===== src/rtl/mips_pkg.sv =====
// Shared MIPS decode constants, control bundle and decode helpers.
// Used by decode_stage and its register file.
package mips_pkg;

  localparam int REG_COUNT = 32;

  localparam logic [5:0] OP_RTYPE = 6'h00;
  localparam logic [5:0] OP_LW    = 6'h23;
  localparam logic [5:0] OP_SW    = 6'h2B;
  localparam logic [5:0] OP_BEQ   = 6'h04;
  localparam logic [5:0] OP_ADDI  = 6'h08;
  localparam logic [5:0] OP_HALT  = 6'h3F;

  localparam logic [1:0] ALU_ADD   = 2'b00;
  localparam logic [1:0] ALU_SUB   = 2'b01;
  localparam logic [1:0] ALU_FUNCT = 2'b10;

  typedef enum logic [1:0] {
    DEST_NONE,
    DEST_RT,
    DEST_RD
  } dest_sel_e;

  typedef struct packed {
    logic       reg_write;
    logic       mem_read;
    logic       mem_write;
    logic       mem_to_reg;
    logic       branch;
    logic       alu_src;
    logic [1:0] alu_op;
    logic       illegal;
    logic       is_end;
  } ctrl_t;

  function automatic ctrl_t decode_ctrl(input logic [5:0] op);
    ctrl_t c;
    c = '0;
    case (op)
      OP_RTYPE: begin
        c.reg_write = 1'b1;
        c.alu_op    = ALU_FUNCT;
      end
      OP_LW: begin
        c.reg_write  = 1'b1;
        c.mem_read   = 1'b1;
        c.mem_to_reg = 1'b1;
        c.alu_src    = 1'b1;
        c.alu_op     = ALU_ADD;
      end
      OP_SW: begin
        c.mem_write = 1'b1;
        c.alu_src   = 1'b1;
        c.alu_op    = ALU_ADD;
      end
      OP_BEQ: begin
        c.branch = 1'b1;
        c.alu_op = ALU_SUB;
      end
      OP_ADDI: begin
        c.reg_write = 1'b1;
        c.alu_src   = 1'b1;
        c.alu_op    = ALU_ADD;
      end
      OP_HALT: c.is_end = 1'b1;
      // Unknown opcodes travel down the pipe as a flagged NOP.
      default: c.illegal = 1'b1;
    endcase
    return c;
  endfunction

  function automatic dest_sel_e dest_select(input logic [5:0] op);
    dest_sel_e d;
    case (op)
      OP_RTYPE:        d = DEST_RD;
      OP_LW, OP_ADDI:  d = DEST_RT;
      default:         d = DEST_NONE;
    endcase
    return d;
  endfunction

  function automatic logic [31:0] sign_ext16(input logic [15:0] v);
    return {{16{v[15]}}, v};
  endfunction

endpackage


===== src/rtl/reg_file.sv =====
// 32x32 register file: two asynchronous read ports, one synchronous write
// port; register 0 is hard-wired to zero.
module reg_file
  import mips_pkg::*;
(
  input  logic        i_clock,
  input  logic        i_start,
  input  logic        i_wr_en,
  input  logic [4:0]  i_wr_addr,
  input  logic [31:0] i_wr_data,
  input  logic [4:0]  i_rd_addr0,
  input  logic [4:0]  i_rd_addr1,
  output logic [31:0] o_rd_data0,
  output logic [31:0] o_rd_data1
);

  logic [31:0] w_regs [REG_COUNT];

  assign w_regs[0] = '0;

  genvar gi;
  for (gi = 1; gi < REG_COUNT; gi++) begin : g_reg
    logic [31:0] r_q;

    always_ff @(posedge i_clock or posedge i_start) begin
      if (i_start) begin
        r_q <= '0;
      end else if (i_wr_en && (i_wr_addr == 5'(gi))) begin
        r_q <= i_wr_data;
      end
    end

    assign w_regs[gi] = r_q;
  end

  assign o_rd_data0 = w_regs[i_rd_addr0];
  assign o_rd_data1 = w_regs[i_rd_addr1];

endmodule


===== src/rtl/decode_stage.sv =====
// MIPS decode stage: valid/ready in and out, load-use stall, halt latch.
// Define WB_BYPASS_EN to forward same-cycle writeback data into operands.
module decode_stage
  import mips_pkg::*;
#(
  parameter int PC_W = 4
) (
  input  logic            clock,
  input  logic            start,
  input  logic            if_valid,
  output logic            if_ready,
  input  logic [31:0]     if_instr,
  input  logic [PC_W-1:0] if_pc,
  input  logic            wb_en,
  input  logic [4:0]      wb_addr,
  input  logic [31:0]     wb_data,
  output logic            id_valid,
  input  logic            id_ready,
  output logic [PC_W-1:0] id_pc,
  output logic [31:0]     id_rs_data,
  output logic [31:0]     id_rt_data,
  output logic [31:0]     id_imm,
  output logic [4:0]      id_shamt,
  output logic [5:0]      id_funct,
  output logic [4:0]      id_dest,
  output logic            id_reg_write,
  output logic            id_mem_read,
  output logic            id_mem_write,
  output logic            id_mem_to_reg,
  output logic            id_branch,
  output logic            id_alu_src,
  output logic [1:0]      id_alu_op,
  output logic            id_illegal,
  output logic            id_end
);

  logic [5:0]  w_opcode;
  logic [4:0]  w_rs;
  logic [4:0]  w_rt;
  logic [4:0]  w_rd;
  ctrl_t       w_ctrl;
  logic [4:0]  w_dest;
  logic [4:0]  w_src_idx  [2];
  logic [31:0] w_rf_data  [2];
  logic [31:0] w_src_data [2];
  logic        w_hazard;
  logic        w_accept;

  logic            r_valid;
  logic            r_halted;
  logic [PC_W-1:0] r_pc;
  logic [31:0]     r_rs_data;
  logic [31:0]     r_rt_data;
  logic [31:0]     r_imm;
  logic [4:0]      r_shamt;
  logic [5:0]      r_funct;
  logic [4:0]      r_dest;
  ctrl_t           r_ctrl;

  assign w_opcode     = if_instr[31:26];
  assign w_rs         = if_instr[25:21];
  assign w_rt         = if_instr[20:16];
  assign w_rd         = if_instr[15:11];
  assign w_src_idx[0] = w_rs;
  assign w_src_idx[1] = w_rt;

  reg_file u_reg_file (
    .i_clock    (clock),
    .i_start    (start),
    .i_wr_en    (wb_en),
    .i_wr_addr  (wb_addr),
    .i_wr_data  (wb_data),
    .i_rd_addr0 (w_src_idx[0]),
    .i_rd_addr1 (w_src_idx[1]),
    .o_rd_data0 (w_rf_data[0]),
    .o_rd_data1 (w_rf_data[1])
  );

  genvar gi;
  for (gi = 0; gi < 2; gi++) begin : g_src
`ifdef WB_BYPASS_EN
    assign w_src_data[gi] = (wb_en && (wb_addr == w_src_idx[gi]) && (w_src_idx[gi] != 5'd0))
                            ? wb_data : w_rf_data[gi];
`else
    assign w_src_data[gi] = w_rf_data[gi];
`endif
  end

  always_comb begin
    w_ctrl = decode_ctrl(w_opcode);
    w_dest = 5'd0;
    case (dest_select(w_opcode))
      DEST_RT: w_dest = w_rt;
      DEST_RD: w_dest = w_rd;
      default: w_dest = 5'd0;
    endcase
  end

  // Load-use: the loaded value is not available until after execute/memory.
  always_comb begin
    w_hazard = r_valid && r_ctrl.mem_read && (r_dest != 5'd0)
               && ((w_rs == r_dest) || (w_rt == r_dest));
    if_ready = (!r_valid || id_ready) && !r_halted && !w_hazard && !start;
    w_accept = if_valid && if_ready;
  end

  always_ff @(posedge clock or posedge start) begin
    if (start) begin
      r_valid   <= 1'b0;
      r_halted  <= 1'b0;
      r_pc      <= '0;
      r_rs_data <= '0;
      r_rt_data <= '0;
      r_imm     <= '0;
      r_shamt   <= '0;
      r_funct   <= '0;
      r_dest    <= '0;
      r_ctrl    <= '0;
    end else if (w_accept) begin
      r_valid   <= 1'b1;
      r_pc      <= if_pc;
      r_rs_data <= w_src_data[0];
      r_rt_data <= w_src_data[1];
      r_imm     <= sign_ext16(if_instr[15:0]);
      r_shamt   <= if_instr[10:6];
      r_funct   <= if_instr[5:0];
      r_dest    <= w_dest;
      r_ctrl    <= w_ctrl;
      if (w_ctrl.is_end) begin
        r_halted <= 1'b1;
      end
    end else if (id_ready) begin
      r_valid <= 1'b0;
    end
  end

  assign id_valid      = r_valid;
  assign id_pc         = r_pc;
  assign id_rs_data    = r_rs_data;
  assign id_rt_data    = r_rt_data;
  assign id_imm        = r_imm;
  assign id_shamt      = r_shamt;
  assign id_funct      = r_funct;
  assign id_dest       = r_dest;
  assign id_reg_write  = r_ctrl.reg_write;
  assign id_mem_read   = r_ctrl.mem_read;
  assign id_mem_write  = r_ctrl.mem_write;
  assign id_mem_to_reg = r_ctrl.mem_to_reg;
  assign id_branch     = r_ctrl.branch;
  assign id_alu_src    = r_ctrl.alu_src;
  assign id_alu_op     = r_ctrl.alu_op;
  assign id_illegal    = r_ctrl.illegal;
  assign id_end        = r_ctrl.is_end;

endmodule


===== config.mk =====
export PLATFORM = sky130hd
export DESIGN_NAME = decode_stage
export DESIGN_NICKNAME = d
export VERILOG_FILES = /design/src/rtl/mips_pkg.sv /design/src/rtl/reg_file.sv /design/src/rtl/decode_stage.sv
export SDC_FILE = /design/constraint.sdc
export NUM_CORES = 2
export LEC_CHECK = 0
export CAP_MARGIN = 10
export CELL_PAD_IN_SITES_DETAIL_PLACEMENT = 1
export CELL_PAD_IN_SITES_GLOBAL_PLACEMENT = 1
export CORE_MARGIN = 2
export CORE_UTILIZATION = 40
export CTS_CLUSTER_SIZE = 14
export DETAILED_ROUTE_END_ITERATION = 7
export GPL_TIMING_DRIVEN = 1
export HOLD_SLACK_MARGIN = 0.12
export PLACE_DENSITY = 0.77
export SKIP_CTS_REPAIR_TIMING = 1
export SYNTH_ARGS = -nofsm -noshare
export SYNTH_HDL_FRONTEND = slang
export SYNTH_HIERARCHICAL = 1
export SYNTH_SLANG_ARGS = --single-unit

===== constraint.sdc =====
create_clock -name clock -period 33.9 [get_ports clock]
set_input_delay 5.085 -clock clock [delete_from_list [all_inputs] [get_ports clock]]
set_output_delay 5.085 -clock clock [all_outputs]
set_load 0.02 [all_outputs]

==> impl_metrics.py <==
metrics = {
    "sta": {
        "final-setup-viol-count": 0,
        "worst_clock_skew_ns": 0.03669,
        "worst_pin_slew_ns": 1.272,
        "hold_viol": 0,
        "slew_headroom": 0.1491,
        "fin_crit_sh": 0.3595,
        "rsz0062_at_grt": "false",
        "clock.fmax_ghz": 0.08206,
        "min_period_ns": 12.19,
        "slew_violations": 0,
        "setup-tns-final_ns": 0,
    },
    "clock_network": {
        "tritoncts": "done",
        "cts_buffers": 115,
        "clk_pin_slew_ns": 0.06,
        "cts_num_sinks": 1092,
        "clockRootBuffer": "clkbuf_16",
        "htreeDepth": 3,
        "worstSkewPairLatency_ns": 0.75,
        "cts.path.max_buffers": 3,
    },
    "cells_and_area": {
        "area_growth_pct": 12.17,
        "final_layout_size_suffix_gt1_frac": 0.4530,
        "final_util": 0.4503,
        "top_register": "u_reg_file/g.r_q",
        "largest_reg_flops": 992,
        "final_nets": 3965,
    },
    "setup_path": {
        "crit_path_cell_trace": "buf_8 > xnor2_1 > nand3_1 > o22ai_1 > a21boi_0 > clkdlybuf4s50_1",
        "required_ns": 28.81,
        "critPathTopFamily": "buffers and inverters",
        "r2r_start": "id_dest[0]",
        "critical_path_buf_inv_count": 2,
        "startpoint": "if_instr[21]",
        "crit_path_max_fanout": 80,
        "slowest_delay_ns": 0.67,
        "crit_arrival_ns": 7.10,
        "end_kind": "primary output",
        "crit_path_top_delay_cell": "buf_8",
        "cp-start-kind": "primary input",
        "path_class": "in -> out",
    },
    "job": {
        "max-cap-violations": 0,
    },
    "logic_synthesis": {
        "ys_seq_area_frac": 0.4756,
        "async_flop_share": 1.000,
        "synth.area.top_cells": "dfrtp_1 (48%), mux2_2 (21%), mux4_2 (15%)",
        "postSynthAreaPerCell_um2": 14.62,
        "synth-edff-count": 0,
        "synth_cells": 3931,
        "netlist_area_um2": 57460,
        "syn_nets": 4011,
        "yosysUniqueCellTypes": 43,
        "yosys_warnings": 6,
        "synth-seq-cells": 1092,
        "ys.flop_type": "dfrtp_1",
        "synth_top_area_share": 0.4756,
        "synth_area_leader_cell": "dfrtp_1",
    },
    "grt": {
        "grt_overflow": 0,
        "grt_pass1_vias": 40760,
        "grt_max_degree": 176,
        "grt.total_usage": 0.2603,
        "antenna_found_initial": 10,
        "grt_pass1_wl_um": 284000,
    },
    "place": {
        "dp_hpwl_um": 104700,
        "gp_congestion": 0.8030,
        "numPortBuffers": 205,
    },
    "power_and_ir_drop": {
        "power_per_cell_area_nw_per_um2": 60.98,
        "ir_drop_mv": 0.04434,
        "p_leak_nw": 27.70,
    },
    "floorplanning": {
        "core_area_um2": 143100,
        "ios": 206,
        "fp.dieW_um": 383.0,
        "die_h_um": 383.0,
        "initial_core_util": 0.4014,
        "rows": 139,
        "dieArea_um2": 146700,
    },
    "drt": {
        "routed_via_density": 6.440,
        "vias": 37900,
        "first_pass_iters": 5,
        "wl_per_cell_um": 32.44,
        "wl_um": 190900,
        "drc_errors": 0,
        "first_iter_violations": 3659,
        "ant_nets": 0,
    },
    "outcome": {
        "status": "finished clean",
    },
    "min_path": {
        "hold_class": "reg -> reg",
        "worstHoldStart": "id_alu_src",
    },
}
==> cell usage in the layout, fill, tap and decap left out, types with 64 or more instances in the layout <==
cell type,netlist,final
a22o_1,192,192
dfrtp_1,1092,1092
o31ai_1,64,64
mux2_2,1097,1097
clkbuf_16,0,116
mux2i_1,161,161
o22ai_1,65,65
nand2_1,84,71
clkdlybuf4s50_1,0,195
mux4_2,384,384
buf_4,54,76
a211oi_1,64,64
==> path summary, 6_finish.rpt <==
path / slack [ns] / endpoint / depth (start not counted)
setup / recovery: 21.71 / if_ready / 6
hold / removal: 0.49 / id_alu_src / 1
setup reg to reg: 30.90 / id_rt_data[10] / 5
hold reg to reg: 0.49 / id_alu_src / 1
max in group asynchronous: 24.86 / u_reg_file/g_reg[10].r_q[13] / 6
min in group asynchronous: 4.89 / id_valid / 2
==> where the power goes <==
| group | total (mW) | internal, mW | switching (mW) |
|---|---|---|---|
| sequential | 1.77 | 1.56 | 0.202 |
| combinational | 0.869 | 0.498 | 0.371 |
| clock | 1.30 | 0.751 | 0.544 |
==> Yosys cell counts (2+ instances only) <==
| library cell | instances |
|---|---|
| mux2_2 | 1097 |
| dfrtp_1 | 1092 |
| mux4_2 | 384 |
| clkbuf_1 | 199 |
| a22o_1 | 192 |
| mux2i_1 | 161 |
| buf_2 | 160 |
| nand2_1 | 84 |
| o22ai_1 | 65 |
| a211oi_1 | 64 |
| o31ai_1 | 64 |
| o21ai_1 | 63 |
| mux2_1 | 56 |
| buf_4 | 54 |
| and2_1 | 34 |
| and3_1 | 34 |
| nor2_1 | 23 |
| buf_6 | 16 |
| buf_1 | 13 |
| xnor2_1 | 10 |
| nor2b_1 | 9 |
| nand3_1 | 8 |
| inv_1 | 6 |
| nand2b_1 | 6 |
| a22oi_1 | 5 |
| nor3_1 | 5 |
| or3_1 | 4 |
| nand4b_1 | 3 |
| a21boi_0 | 2 |
| a21oi_1 | 2 |
| ha_1 | 2 |
| nor3b_2 | 2 |
| o21ai_0 | 2 |
==> area by class of cell <==
class	instances	area (um^2)
Clock buffer	168	3348
Sequential cell	1092	27330
Clock inverter	44	506.7
Antenna cell	2	5.005
Tap cell	1903	2381
Multi-Input combinational cell	2390	28200
Inverter	7	37.54
Timing Repair Buffer	279	2648
Fill cell	13950	78680
==> logic make-up after synthesis <==
family,count (synthesis),share of synthesized area
and+or+nand+nor,217,0.01912
buffers and inverters,449,0.03843
xor gates and xnor gates,10,0.001524
muxes,1698,0.4045
adders and majority gates,2,0.0004354
DFF,1092,0.4756
AOI/OAI and AO/OA,463,0.06040
==> per-layer routing <==
metal / track usage / share of wire / vias to the layer above
met5: 0 / 0.00036 / -
met4: 0.1005 / 0.039 / 12
met3: 0.04730 / 0.077 / 462
met2: 0.4137 / 0.47 / 1662
met1: 0.3549 / 0.42 / 20800
li1: - / - / 14960
==> through the flow <==
stage	hold WS (ns)	std cells	setup slack (ns)	total power, mW	instance area (um^2)
after floorplan	0.4292	3931	0.9058	2.358	57460
after global placement	0.4722	5671	21.64	2.591	60590
after detailed placement	0.4850	5671	21.69	2.641	60590
after CTS	0.4994	5883	21.67	3.949	64450
after global routing	0.5223	5884	21.53	4.092	64450
final	0.4887	5885	21.71	3.930	64450
Power figures use the tool's default switching activity.
